===== config.mk =====
export PLATFORM = sky130hd
export DESIGN_NAME = bp_ctrl
export DESIGN_NICKNAME = d
export VERILOG_FILES = /design/src/rtl/bp_pkg.sv /design/src/rtl/bp_upd_fifo.sv /design/src/rtl/bp_ctrl.sv
export SDC_FILE = /design/constraint.sdc
export NUM_CORES = 1
export LEC_CHECK = 0
export ABC_AREA = 0
export BUFFER_PORTS_ARGS = -buffer_cell sky130_fd_sc_hd__buf_2
export CAP_MARGIN = 0
export CORE_MARGIN = 3
export CORE_UTILIZATION = 45
export DETAILED_ROUTE_END_ITERATION = 16
export GPL_TIMING_DRIVEN = 0
export PLACE_DENSITY = 0.67
export SETUP_SLACK_MARGIN = 0.05
export SYNTH_ARGS = -nofsm -noshare
export SYNTH_HDL_FRONTEND = slang
export SYNTH_SLANG_ARGS = --single-unit

===== constraint.sdc =====
create_clock -name clk -period 7.3 [get_ports clk]
set_clock_uncertainty 0.05 [all_clocks]
set_input_delay 0.73 -clock clk [delete_from_list [all_inputs] [get_ports clk]]
set_output_delay 0.73 -clock clk [all_outputs]
set_load 0.03 [all_outputs]

===== src/rtl/bp_pkg.sv =====
// bp_pkg: shared width, controller states and the fall-through default for the branch-prediction table
package bp_pkg;

    localparam int ADDR_W = 15;

    typedef enum logic {SWEEP, RUN} state_t;

    function automatic logic [ADDR_W-1:0] bp_default(input logic [ADDR_W-1:0] addr);
        return addr + 1'b1;
    endfunction

endpackage


===== src/rtl/bp_upd_fifo.sv =====
// bp_upd_fifo: pc/target update queue with synchronous clear, exposing every slot for forwarding
module bp_upd_fifo import bp_pkg::*; #(
    parameter int AW    = 15,
    parameter int DEPTH = 4,
    localparam int PW   = $clog2(DEPTH)
) (
    input  logic          clk,
    input  logic          clr,
    input  logic          push,
    input  logic [AW-1:0] push_pc,
    input  logic [AW-1:0] push_tgt,
    input  logic          pop,
    output logic [AW-1:0] head_pc,
    output logic [AW-1:0] head_tgt,
    output logic          full,
    output logic          empty,
    output logic [AW-1:0] ent_pc [DEPTH],
    output logic [AW-1:0] ent_tgt [DEPTH],
    output logic [DEPTH-1:0] ent_valid,
    output logic [PW-1:0] wptr
);

    logic [PW-1:0] rptr;
    logic [PW:0]   cnt;

    assign full     = cnt == (PW+1)'(DEPTH);
    assign empty    = cnt == '0;
    assign head_pc  = ent_pc[rptr];
    assign head_tgt = ent_tgt[rptr];

    // push never targets the popped slot: push needs a free slot, pop needs a filled one
    always_ff @(posedge clk) begin
        if (clr) begin
            wptr      <= '0;
            rptr      <= '0;
            cnt       <= '0;
            ent_valid <= '0;
        end else begin
            if (push) begin
                ent_pc[wptr]    <= push_pc;
                ent_tgt[wptr]   <= push_tgt;
                ent_valid[wptr] <= 1'b1;
                wptr            <= wptr + 1'b1;
            end
            if (pop) begin
                ent_valid[rptr] <= 1'b0;
                rptr            <= rptr + 1'b1;
            end
            cnt <= cnt + (PW+1)'(push) - (PW+1)'(pop);
        end
    end

endmodule


===== src/rtl/bp_ctrl.sv =====
// bp_ctrl: sweeps the prediction table to fall-through defaults, serialises updates and forwards queued targets
module bp_ctrl import bp_pkg::*; #(
    parameter int ADDR_W = bp_pkg::ADDR_W,
    parameter int QDEPTH = 4
) (
    input  logic              clk,
    input  logic              reset,
    input  logic              flush,
    output logic              busy,
    input  logic [ADDR_W-1:0] fetch_pc,
    output logic [ADDR_W-1:0] pred_pc,
    output logic              pred_valid,
    input  logic              upd_valid,
    output logic              upd_ready,
    input  logic [ADDR_W-1:0] upd_pc,
    input  logic [ADDR_W-1:0] upd_target,
    output logic [ADDR_W-1:0] bp_raddr0,
    input  logic [ADDR_W-1:0] bp_rdata0,
    output logic              bp_wen,
    output logic [ADDR_W-1:0] bp_waddr,
    output logic [ADDR_W-1:0] bp_wdata
);

    localparam int PW = $clog2(QDEPTH);

    state_t            state;
    logic [ADDR_W-1:0] ptr, head_pc, head_tgt, fwd_tgt;
    logic [ADDR_W-1:0] ent_pc [QDEPTH];
    logic [ADDR_W-1:0] ent_tgt [QDEPTH];
    logic [QDEPTH-1:0] ent_valid;
    logic [PW-1:0]     wptr, slot;
    logic              clr, push, pop, full, empty, hit;

    assign clr        = reset || flush;
    assign upd_ready  = !full && !clr;
    assign push       = upd_valid && upd_ready;
    assign pop        = state == RUN && !empty && !clr;
    assign busy       = reset || state == SWEEP;
    assign pred_valid = !busy;
    assign bp_raddr0  = fetch_pc;
    assign bp_wen     = !reset && (state == SWEEP || pop);
    assign bp_waddr   = state == SWEEP ? ptr : head_pc;
    assign bp_wdata   = state == SWEEP ? bp_default(ptr) : head_tgt;
    assign pred_pc    = busy ? bp_default(fetch_pc) : hit ? fwd_tgt : bp_rdata0;

    bp_upd_fifo #(.AW(ADDR_W), .DEPTH(QDEPTH)) u_fifo (
        .clk       (clk),
        .clr       (clr),
        .push      (push),
        .push_pc   (upd_pc),
        .push_tgt  (upd_target),
        .pop       (pop),
        .head_pc   (head_pc),
        .head_tgt  (head_tgt),
        .full      (full),
        .empty     (empty),
        .ent_pc    (ent_pc),
        .ent_tgt   (ent_tgt),
        .ent_valid (ent_valid),
        .wptr      (wptr)
    );

    // walk from oldest to newest so the youngest matching entry wins
    always_comb begin
        hit     = 1'b0;
        fwd_tgt = '0;
        slot    = '0;
        for (int a = QDEPTH - 1; a >= 0; a--) begin
            slot = wptr - PW'(a) - 1'b1;
            if (ent_valid[slot] && ent_pc[slot] == fetch_pc) begin
                hit     = 1'b1;
                fwd_tgt = ent_tgt[slot];
            end
        end
    end

    always_ff @(posedge clk) begin
        if (reset || flush) begin
            state <= SWEEP;
            ptr   <= '0;
        end else if (state == SWEEP) begin
            ptr <= ptr + 1'b1;
            if (&ptr) state <= RUN;
        end
    end

endmodule


Word level (Yosys, flattened, before mapping)
Cells that the tools add are included.

Bits in registers: 147. Input bits: 64. Output and inout port bits: 64. Word-level logic and storage cells: 143.

Add/subtract/negate cells: 12. Magnitude comparators: 15. Eq/ne operators: 5. Mux-type cells: 63. Bitwise logic cells: 11. Reduce and logical (&&, ||, !) cells: 23.

Operator list (count): 2-to-1 mux 15 bit (29); binary-select mux 15 bit (select 2 bit) (10); bitwise mux 60 bit (2); equality test 15 bit (4); adder 15 x 1 -> 15 bit, second input constant (2); demux 15 bit (select 2 bit) (1); >= comparator 3 bit, second input constant (6); less-than comparator 2 x 3 -> 1 bit, second input constant (6); inverter 2 -> 3 bit (6); AND reduction 15 bit (1); logical AND 1 bit (12); 2-to-1 mux 1 bit (12); 2-to-1 mux 4 bit (3); binary-select mux 1 bit (select 2 bit) (4); subtractor 2 x 1 -> 2 bit, second input constant (4); zero test 1 bit (5); adder 2 x 1 -> 2 bit, second input constant (2); bitwise AND 4 bit (1); demux 1 bit (select 2 bit) (2); >= comparator 2 x 1 -> 1 bit, second input constant (2); inverter 4 bit (1); bitwise OR 4 bit (1); subtractor 2 bit, second input constant (2); adder 3 x 1 -> 3 bit (1); other kinds (7) (10).

Depth between registers and ports, before layout
Gate-level depths: netlist (run 1).

Word-level depth: 14. Mapped depth: 18.

Hierarchy
A second synthesis (run 1) with hierarchy kept.

Cells, all modules: 1039. Area total of the unflattened synthesis: 10905.5 sq um.

Modules (own cells, without submodules): bp_ctrl (instances 1, cells an instance 821, area an instance 5938.2 sq um); bp_upd_fifo (instances 1, cells an instance 218, area an instance 4967.3 sq um).

Worst setup path before layout (run 1)
No wires, ideal clock.

Path kind: flip-flop to output port. Start: register u_fifo.wptr[0]. End: output pred_pc[12]. Arrival: 4076 ps. Data required time: 6520 ps. Path slack: 2444 ps. Cell stages (with the launch flop): 16. Buffers on the path: 9. Path through: dfxtp_1 > buf_6 > buf_12 > buf_6 > buf_4 > inv_1 > ha_1 > buf_2 > clkbuf_1 > buf_1 > clkbuf_1 > clkbuf_1 > o211ai_1 > o221ai_1 > a2111oi_1 > a211oi_1.

Elaborated cells on any way between the ends: 60. Classes of those cells: 6 x add/sub; 4 x eq/ne; 42 x mux; 4 x bitwise; 4 x reduce/logical.

RTL lines: start, declared (line bp_upd_fifo.sv:20) `output logic [PW-1:0] wptr`; start signal, assigned (line bp_upd_fifo.sv:43) `wptr <= wptr + 1'b1;`; subtractor 2 x 1 -> 2 bit (*) (line bp_ctrl.sv:69) `slot = wptr - PW'(a) - 1'b1;`; via slot[0] (line bp_ctrl.sv:31) `logic [PW-1:0] wptr, slot;`; subtractor 2 x 1 -> 2 bit (line bp_ctrl.sv:69); inverter 2 -> 3 bit (not written as such) (line bp_ctrl.sv:70, bp_ctrl.sv:72); binary-select mux 15 bit (select 2 bit) (line bp_ctrl.sv:70) `if (ent_valid[slot] && ent_pc[slot] == fetch_pc) begin`; 2-to-1 mux 15 bit (not written as such) (2 in a row) (line bp_ctrl.sv:70); equality test 15 bit (line bp_ctrl.sv:70); logical AND 1 bit (line bp_ctrl.sv:70); 2-to-1 mux 15 bit / 2-to-1 mux 1 bit (equally long branches) (2 in a row) (line bp_ctrl.sv:70); 2-to-1 mux 15 bit (*) (2 in a row) (line bp_ctrl.sv:44) `assign pred_pc = busy ? bp_default(fetch_pc) : hit ? fwd_tgt : bp_rdata0;`; end, declared (line bp_ctrl.sv:11) `output logic [ADDR_W-1:0] pred_pc,`.

Mark *: on every way through the listed nets, which the timed path passes. The rest lies on a longest branch. The select of a mux whose other input is x is not followed.

Final worst setup path (run 1)
Start: register u_fifo.wptr[0]. End: output pred_pc[3].

Same word-level chain as after synthesis.

==> metrics.yaml, run 1 <==
setup_path:
  cp.required_ns: 6.52
  setup.worst_path.class: "register to primary output"
  critPathLaunchType: "register"
  cp_max_fo: 10
  cp.arrival_ns: 5.93
  end_kind: "primary output"
yosys:
  syn_area_mm2: 0.01150
  syn_avg_cell_area_um2: 11.52
  synth_edf_count: 120
  synth_top_cell_by_area: "edfxtp_1"
  syn_inst: 998
  syn_nets: 1075
  ys_types: 69
  async_flop_share_pct: 0
  synth_area_leaders: "edfxtp_1, mux4_2, mux2i_1"
  yosys_warnings: 0
  seq_area_frac_synth_pct: 36.04
  ys_ff_latch: 147
  synthFlopType: "edfxtp_1"
  synth_top_area_share_pct: 31.34
drt:
  wl_mm: 39.03
  via_per_inst: 6.512
  drc_errors: 0
  post_drt_wl_per_cell_um: 26.44
  num_vias: 9612
  drt_pass1_iterations: 5
  drt_iter0_markers: 1287
  ant_nets: 0
floorplan:
  io_pins: 128
  die_x_um: 165.8
  die_h_um: 165.8
  initial_core_util_pct: 46.46
  rows: 57
  die_area_mm2: 0.02750
  core_area_mm2: 0.02475
clocking:
  cts-root-buf: "clkbuf_16"
  postCtsSetupBuffers: 0
  cts_buffers: 17
  clock_latency_ns: 0.43
  clock_path_buffers: 2
  h-tree-depth: 4
  postCtsHoldBufs: 0
  cts_tree: "built"
  clk_pin_slew_ns: 0.07
  cts_sinks: 147
  cts.repair.resized: 0
layout:
  n_antenna_cell: 0
  fin_area_mm2: 0.01318
  area_growth_pct: 14.63
  final_nets: 1216
  drive_gt1_share_pct: 28.82
global_routing:
  gr-usage-all-layers_pct: 27.67
  grt_max_degree: 22
  grt.overflow.total: 0
  first_global_vias: 9454
  antenna_found_initial: 2
  grt_pass1_wl_mm: 58.84
timing:
  relSlewSlack_pct: 25.05
  fmax_mhz: 149.0
  post-route-period-util_pct: 91.93
  setup_viol: 0
  fin_ws_ns: 0.5890
  rsz0062_at_grt: "false"
  finalMaxSlewViolations: 0
  worst_pin_slew_ns: 1.124
  hold-worst-slack_ns: 0.4605
  fin_crit_ns: 6.711
  finalHoldViolations: 0
  setup_tns_ns: 0
placement:
  placed_area_mm2: 0.01258
  place_congestion: 0.9890
  place_ws_ns: 1.220
  port-buffer-count: 118
  hpwl_mm: 28.99
job:
  drv_cap: 0
run_status:
  outcome: "completed"
pwr:
  leakagePower_nw: 4.228
  powerDensity_mw_per_mm2: 157.6
  peakVddDrop_mv: 0.1459
  p_total_w: 0.002076
hold_path:
  hold_path_class: "primary input to register"
-- cell usage after synthesis, types with 9 or more instances --
| library cell | instances |
|---|---|
| o21ai_0 | 29 |
| mux4_2 | 84 |
| dfxtp_1 | 27 |
| clkbuf_1 | 49 |
| mux2_2 | 27 |
| xnor2_1 | 71 |
| a211oi_1 | 31 |
| nand2b_1 | 9 |
| edfxtp_1 | 120 |
| buf_4 | 21 |
| ha_1 | 12 |
| nand3_1 | 16 |
| buf_2 | 16 |
| nand4_1 | 11 |
| o221ai_1 | 18 |
| mux2i_1 | 78 |
| nand2_1 | 62 |
| o211ai_1 | 13 |
| o2111ai_1 | 15 |
| buf_1 | 15 |
| a21oi_1 | 16 |
| nor3_1 | 26 |
| nor2_1 | 57 |
| xor2_1 | 43 |
| o21a_1 | 12 |
| inv_1 | 21 |
-- registers in the layout, summed over array words and instances, names as in the netlist --
register          count
u_fifo.ent_pc        60
u_fifo.ent_tgt       60
u_fifo.rptr           2
ptr                  15
u_fifo.cnt            3
state                 1
u_fifo.wptr           2
u_fifo.ent_valid      4
-- critical path, stage by stage (launching register included) --
cell and delay (ns):
dfxtp_1 0.38, buf_6 0.17, buf_12 0.16, buf_6 0.19, buf_4 0.27, inv_1 0.18
ha_1 0.35, buf_2 0.33, clkbuf_1 0.38, buf_1 0.43, clkbuf_1 0.64, clkbuf_1 0.52
nand2_1 0.10, o211ai_1 0.14, o221ai_1 0.14, a2111oi_0 0.73, a211oi_1 0.14, buf_2 0.23
-- where the power goes --
| part | switching, W | internal [W] | leakage [nW] | total (W) |
|---|---|---|---|---|
| Sequential | 0.00000811 | 0.000913 | 1.30 | 0.000921 |
| Combinational | 0.000150 | 0.0000935 | 2.64 | 0.000243 |
| Clock | 0.000366 | 0.000546 | 0.287 | 0.000912 |
-- cell usage in the layout, fill, tap and decap left out, drive strengths merged, types with 29 or more instances in the layout --
cell and instances:
a211oi 32, buf 185, xor2 43, nand2 62, mux4 86, mux2i 79
nor3 29, xnor2 71, edfxtp 120, o21ai 30, clkbuf 68, nor2 57
-- per-stage QoR --
step | util (%) | instances
finish | 53.25 | 1476
floorplan | - | 998
global route | 53.25 | 1476
detailed placement | 50.83 | 1444
global placement | 50.48 | 1440
CTS | 53.25 | 1476
-- path summary, 6_finish.rpt --
kind	start	slack, ns	end	depth (start not counted)
max	u_fifo.wptr[0]	0.59	pred_pc[3]	17
min	upd_target[9]	0.46	u_fifo.ent_tgt[9]	1
max reg2reg	u_fifo.wptr[0]	2.84	u_fifo.wptr[1]	13
min reg2reg	ptr[1]	0.47	ptr[1]	2
-- metal layers --
metal  wire (um)  GRT usage, %  vias up
met5          26             0        -
met4        1458         10.49        4
met3        4467         8.926      108
met2       17250         41.06      592
met1       15830         38.07     4771
li1            -             -     4137
-- kinds of logic after synthesis --
group / count (synthesis) / share of synthesized area [%]
AO/OA/AOI/OAI: 175 / 11.59
multiplexers: 192 / 26.47
buffers and inverters: 135 / 6.214
AND/OR/NAND/NOR: 222 / 9.522
flip-flops: 147 / 36.04
XOR/XNOR: 114 / 8.684
adder cells (fa/ha/maj): 13 / 1.480
-- final cells by class --
class                      instances  area [um2]
sequential                       147        4144
fill                            2151       11570
clock buffer                      19       442.9
timing repair buffer             122       670.6
clock inverter                    13       157.7
buffer                           112       628.1
multi-input combinational        716        6644
tap                              324       405.4
inverter                          23       86.33
No activity file was read; power rests on OpenSTA's default activity.
==> inputs of run 2 (changes only) <==
--- a/config.mk
+++ b/config.mk
@@ -5,14 +5,14 @@
 export SDC_FILE = /design/constraint.sdc
 export NUM_CORES = 1
 export LEC_CHECK = 0
-export ABC_AREA = 0
+export ABC_AREA = 1
 export BUFFER_PORTS_ARGS = -buffer_cell sky130_fd_sc_hd__buf_2
 export CAP_MARGIN = 0
 export CORE_MARGIN = 3
-export CORE_UTILIZATION = 45
+export CORE_UTILIZATION = 38
 export DETAILED_ROUTE_END_ITERATION = 16
 export GPL_TIMING_DRIVEN = 0
-export PLACE_DENSITY = 0.67
+export PLACE_DENSITY = 0.59
 export SETUP_SLACK_MARGIN = 0.05
 export SYNTH_ARGS = -nofsm -noshare
 export SYNTH_HDL_FRONTEND = slang
==> metrics.yaml, run 2 <==
timing:
  setup_viol: 0
  relSlewSlack_pct: 41.12
  post-route-period-util_pct: 81.91
  finalHoldViolations: 0
  worst_pin_slew_ns: 0.8799
  fmax_mhz: 167.2
  finalMaxSlewViolations: 0
  fin_crit_ns: 5.979
  setup_tns_ns: 0
  rsz0062_at_grt: "false"
drt:
  wl_mm: 51.57
  ant_nets: 0
  drt_iter0_markers: 1688
  drc_errors: 0
  drt_pass1_iterations: 8
  via_per_inst: 5.460
  num_vias: 13540
  post_drt_wl_per_cell_um: 20.79
setup_path:
  cp_slowest_cell: "clkbuf_1"
  cp_max_fo: 11
  critPathLaunchType: "register"
  max_stage_delay_ns: 0.53
  setup.worst_path.class: "register to primary output"
  r2r_end: "u_fifo.wptr[1]"
  end_kind: "primary output"
  crit_top_cell: "nand2_1"
  r2r_start: "u_fifo.wptr[0]"
  r2r_cells: 9
  r2r_setup_slack_ns: 4.18
  cp.arrival_ns: 5.20
  worstPathCellList: "inv_2, buf_6, buf_4, clkbuf_1, clkbuf_1, ha_1, inv_2, clkbuf_1, nand3_1, nand3_1, nand2_1, nor2_1, nand2_1, nor2_2, nand2_1, buf_2, nand2_1, nand2_1, nand2_1, nand2_1, nand2_1, nand2_1, nand2_1, buf_2"
  cp.required_ns: 6.52
layout:
  layout_common_cells: "nand2_1, o21ai_0, nand3_1"
  top_regs: "u_fifo.ent_pc (60), u_fifo.ent_tgt (60), ptr (15)"
  area_growth_pct: 15.06
  final_nets: 2147
  drive_gt1_share_pct: 11.52
  stdcell_count: 2480
  layout_commonest_cell: "nand2_1"
  final_util_pct: 44.90
hold_path:
  min-delay-start: "u_fifo.cnt[2]"
  whs_endpoint: "u_fifo.cnt[2]"
  hold_path_class: "register to register"
  hold-path-cell-count: 1
clocking:
  cts_sinks: 147
  clock_path_buffers: 2
  cts.repair.resized: 0
  clock_latency_ns: 0.42
  clk_pin_slew_ns: 0.06
  postCtsSetupBuffers: 0
  cts_buffers: 17
  postCtsHoldBufs: 0
  h-tree-depth: 4
  cts-root-buf: "clkbuf_16"
  cts_tree: "built"
yosys:
  synthFlopType: "edfxtp_1"
  yosys_warnings: 0
  syn_area_mm2: 0.01206
  syn_nets: 2003
  synth_top_cell_by_area: "edfxtp_1"
  ys_ff_latch: 147
  async_flop_share_pct: 0
  yosysMostFrequentCell: "nand2_1"
  synthTopCellsByCount: "nand2_1, o21ai_0, nand3_1"
  syn_avg_cell_area_um2: 6.263
  seq_area_frac_synth_pct: 34.35
  synth_area_leaders: "edfxtp_1, nand2_1, o21ai_0"
  synth_edf_count: 120
  ys_types: 37
  syn_inst: 1926
  synth_top_area_share_pct: 29.87
floorplan:
  io_pins: 128
  initial_core_util_pct: 39.03
  die_h_um: 184.2
  core_area_mm2: 0.03091
  die_x_um: 184.2
  die_area_mm2: 0.03392
  rows: 64
global_routing:
  gr-usage-all-layers_pct: 29.92
  first_global_vias: 12120
  grt_pass1_wl_mm: 75.80
  grt.overflow.total: 0
  grt_max_degree: 23
  antenna_found_initial: 2
placement:
  place_congestion: 0.9919
  port-buffer-count: 121
  hpwl_mm: 41.18
  post-place-cells: 2447
run_status:
  outcome: "completed"
pwr:
  leakagePower_nw: 6.431
  powerDensity_mw_per_mm2: 147.3
  peakVddDrop_mv: 0.1525
job:
  drv_cap: 0
## run 2: changes by cell type in the layout (fill, tap and decap cells not counted), sizes merged, moves of 18 or more
cell,previous run,this run
nor2,57,138
mux2i,79,9
nand2,62,748
xor2,43,8
a211oi,32,0
a21oi,16,67
nand3,16,207
xnor2,71,0
nor3,29,9
mux4,86,0
mux2,27,0
o21ai,30,225
inv,24,182
o221ai,18,0
## run 2: stage by stage
| stage | total power, W | area [um2] | hold WS [ns] | setup WS, ns |
|---|---|---|---|---|
| finish | 0.002044 | 13880 | 0.4314 | 1.321 |
| detailed placement | 0.001214 | 13300 | 0.4158 | 1.839 |
| CTS | 0.002048 | 13880 | 0.4314 | 1.385 |
| global placement | 0.001210 | 13160 | 0.4042 | 1.850 |
| floorplan | 0.001107 | 12060 | 0.3931 | 3.256 |
| global route | 0.002120 | 13880 | 0.4667 | 0.9715 |
## run 2: kinds of logic after synthesis
logic type	synth area share (%)
muxes	0.7468
DFF	34.35
AOI/OAI and AO/OA	13.82
buffers and inverters	10.56
and+or+nand+nor	38.53
xor gates and xnor gates	0.5809
adders and majority gates	1.411
## run 2: area by class of cell
cell class / count / area (um2)
Timing Repair Buffer: 125 / 708.2
Multi-Input combinational cell: 1483 / 6675
Sequential cell: 147 / 4144
Inverter: 180 / 675.6
Fill cell: 3317 / 17030
Clock inverter: 14 / 141.4
Clock buffer: 18 / 439.2
Antenna cell: 1 / 2.502
Buffer: 116 / 598.1
Tap cell: 396 / 495.5
## run 2: worst max-delay path by stage
stage | start | to | slack (ns) | depth (start not counted)
finish | u_fifo.wptr[0] | pred_pc[6] | 1.32 | 24
global placement | u_fifo.wptr[0] | pred_pc[6] | 1.85 | 24
CTS | u_fifo.wptr[0] | pred_pc[6] | 1.39 | 24
global route | u_fifo.wptr[0] | pred_pc[4] | 0.97 | 22
floorplan | u_fifo.wptr[0] | pred_pc[4] | 3.26 | 23
detailed placement | u_fifo.wptr[0] | pred_pc[6] | 1.84 | 24
## run 2: critical path, delay by kind of cell, from the launching register on
kind / cells / cell delay [ns]
AND/OR/NAND/NOR: 14 / 1.64
buffers and inverters: 9 / 2.31
adder cells (fa/ha/maj): 1 / 0.42
flip-flops: 1 / 0.39
## run 2: metal layers
| metal | vias up | GRT usage [%] | wire length [um] |
|---|---|---|---|
| met3 | 97 | 5.684 | 5650 |
| met4 | 4 | 9.767 | 1619 |
| met5 | - | 0 | 31 |
| met2 | 790 | 43.74 | 21240 |
| met1 | 6093 | 44.42 | 23030 |
| li1 | 6557 | - | - |
## run 2: power breakdown
group | switching (W) | internal [W] | total [W]
Sequential | 0.00000785 | 0.000913 | 0.000921
Combinational | 0.000199 | 0.0000821 | 0.000281
Clock | 0.000354 | 0.000488 | 0.000842
Total | 0.000561 | 0.00148 | 0.00204
==> inputs of run 3 (changes only) <==
==> constraint.sdc (replaced) <==
create_clock -name clk -period 5.9 [get_ports clk]
set_clock_uncertainty 0.05 [all_clocks]
set_input_delay 0.59 -clock clk [delete_from_list [all_inputs] [get_ports clk]]
set_output_delay 0.59 -clock clk [all_outputs]
set_load 0.03 [all_outputs]
==> metrics.yaml, run 3 (synthesized netlist as in run 2, its figures left out) <==
clocking:
  cts_buffers: 17
  cts_tree: "built"
  cts_sinks: 147
  postCtsHoldBufs: 0
  clock_path_buffers: 2
  clock_latency_ns: 0.41
  postCtsSetupBuffers: 0
  h-tree-depth: 4
  cts-root-buf: "clkbuf_16"
  clk_pin_slew_ns: 0.07
global_routing:
  met2_usage_pct: 43.74
  first_global_vias: 12120
  antenna_found_initial: 2
  grt_pass1_wl_mm: 75.80
  grt.overflow.total: 0
  use_met1_pct: 44.42
  gr-usage-all-layers_pct: 29.92
  grt_util_met3_pct: 5.684
  grt_max_degree: 23
  grt_most_used_layer: "met1"
placement:
  port-buffer-count: 121
  place_congestion: 0.9919
  post-place-cells: 2447
  hpwl_mm: 41.18
setup_path:
  r2r_cells: 13
  r2r_end: "u_fifo.cnt[2]"
  setup.worst_path.class: "register to primary output"
  crit_top_cell: "nand2_1"
  startpoint: "u_fifo.wptr[0]"
  max_stage_delay_ns: 0.40
  cp_slowest_cell: "dfxtp_1"
  r2r_start: "state"
  cp_top_family: "buffers and inverters"
  crit_buf_inv: 9
  cp_max_fo: 11
  cp_num_cells: 24
  cp.required_ns: 5.26
  cp.arrival_ns: 4.70
  r2r_setup_slack_ns: 2.79
  endpoint: "pred_pc[6]"
  critPathLaunchType: "register"
  worstPathCellList: "inv_2, buf_6, buf_4, clkbuf_1, clkbuf_2, ha_1, inv_2, clkbuf_2, nand3_1, nand3_1, nand2_1, nor2_1, nand2_1, nor2_2, nand2_1, buf_2, nand2_1, nand2_1, nand2_1, nand2_1, nand2_1, nand2_1, nand2_1, buf_2"
  end_kind: "primary output"
floorplan:
  initial_core_util_pct: 39.03
  die_h_um: 184.2
  core_area_mm2: 0.03091
  rows: 64
  die_x_um: 184.2
  io_pins: 128
  die_area_mm2: 0.03392
timing:
  fin_crit_ns: 5.339
  setup_tns_ns: 0
  post-route-period-util_pct: 90.49
  fmax_mhz: 187.3
  relSlewSlack_pct: 38.10
  worst_pin_slew_ns: 0.9251
  setup_viol: 0
  finalHoldViolations: 0
  finalMaxSlewViolations: 0
  rsz0062_at_grt: "false"
layout:
  n_fill_cell: 3317
  top_regs: "u_fifo.ent_pc (60), u_fifo.ent_tgt (60), ptr (15)"
  drive_gt1_share_pct: 11.67
  layout_commonest_cell: "nand2_1"
  final_nets: 2147
  stdcell_count: 2480
  layout_common_cells: "nand2_1, o21ai_0, nand3_1"
  area_growth_pct: 15.09
pwr:
  leakagePower_nw: 6.439
  internal-power_w: 0.001835
  peakVddDrop_mv: 0.1868
  p_sw_w: 0.0006938
  pwr-share-seq_pct: 45.1
  combPwrFrac_pct: 13.8
  powerDensity_mw_per_mm2: 182.2
  power.share.switching_pct: 27.43
  clkPwrFrac_pct: 41.1
drt:
  drc_errors: 0
  wl_mm: 51.65
  ant_nets: 0
  drt_pass1_iterations: 6
  via_per_inst: 5.423
  drt_iter0_markers: 1632
  post_drt_wl_per_cell_um: 20.83
  num_vias: 13450
hold_path:
  hold_path_class: "primary input to register"
run_status:
  outcome: "completed"
job:
  drv_cap: 0
run 3: changes by cell type in the layout (fill, tap and decap cells not counted):
cell      delta
clkbuf_1     -3
clkbuf_2     +3
run 3: worst reg2reg max path: stages, from the launching register on:
cell and delay (ns):
dfxtp_1 0.39, inv_1 0.07, clkbuf_1 0.27, nor2_1 0.17, inv_1 0.08, a31oi_1 0.61
ha_1 0.36, inv_1 0.05, ha_1 0.14, inv_1 0.05, fa_1 0.37, xor2_1 0.18
o21ai_0 0.16, a21oi_1 0.05
run 3: what timing repair did:
action	4_1_cts	5_1_grt
gates resized for setup	0	6
setup endpoints to repair	0	15
endpoints found under the hold margin	0	0
run 3: how the worst min path moves through the flow:
stage                        startpoint             endpoint  cells past startpoint
finish                    upd_target[5]    u_fifo.ent_tgt[5]                      1
global route                  upd_pc[8]    u_fifo.ent_pc[23]                      1
CTS                       upd_target[5]    u_fifo.ent_tgt[5]                      1
detailed placement  u_fifo.ent_valid[3]  u_fifo.ent_valid[3]                      2
global placement          u_fifo.cnt[2]        u_fifo.cnt[2]                      1
floorplan                 u_fifo.cnt[2]        u_fifo.cnt[2]                      1
run 3: stage by stage:
stage	total power, W	hold slack [ns]	worst slack (ns)	util, %	instance area, um2
after global routing	0.002624	0.3267	0.2104	44.91	13880
after CTS	0.002534	0.3236	0.1250	44.90	13880
after floorplan	0.001369	0.3931	1.996	-	12060
after global placement	0.001498	0.4042	0.5900	42.59	13160
after detailed placement	0.001502	0.4158	0.5794	43.02	13300
final	0.002529	0.3373	0.5611	44.92	13880
run 3: per-layer routing:
| layer | share of wire [%] | wire length (um) | up-vias |
|---|---|---|---|
| met2 | 41 | 21290 | 751 |
| met3 | 11 | 5665 | 88 |
| met5 | 0.033 | 17 | - |
| met1 | 45 | 23070 | 6052 |
| li1 | - | - | 6556 |
| met4 | 3.1 | 1603 | 2 |
run 3: area by class of cell:
| class | instances | area (um2) | area share (%) |
|---|---|---|---|
| Sequential cell | 147 | 4144 | 29.85 |
| Tap cell | 396 | 495.5 | 3.569 |
| Multi-Input combinational cell | 1483 | 6675 | 48.08 |
| Buffer | 116 | 601.8 | 4.335 |
| Antenna cell | 1 | 2.502 | 0.01802 |
| Clock buffer | 18 | 439.2 | 3.163 |
| Timing Repair Buffer | 125 | 708.2 | 5.101 |
| Clock inverter | 14 | 141.4 | 1.018 |
| Inverter | 180 | 675.6 | 4.867 |
run 3: power by group through the flow:
stage / clock network, W / logic [W] / registers (W)
floorplan: 0 / 0.000212 / 0.00116
global placement: 0 / 0.000336 / 0.00116
detailed placement: 0 / 0.000340 / 0.00116
CTS: 0.00105 / 0.000341 / 0.00114
global route: 0.00110 / 0.000383 / 0.00114
finish: 0.00104 / 0.000348 / 0.00114
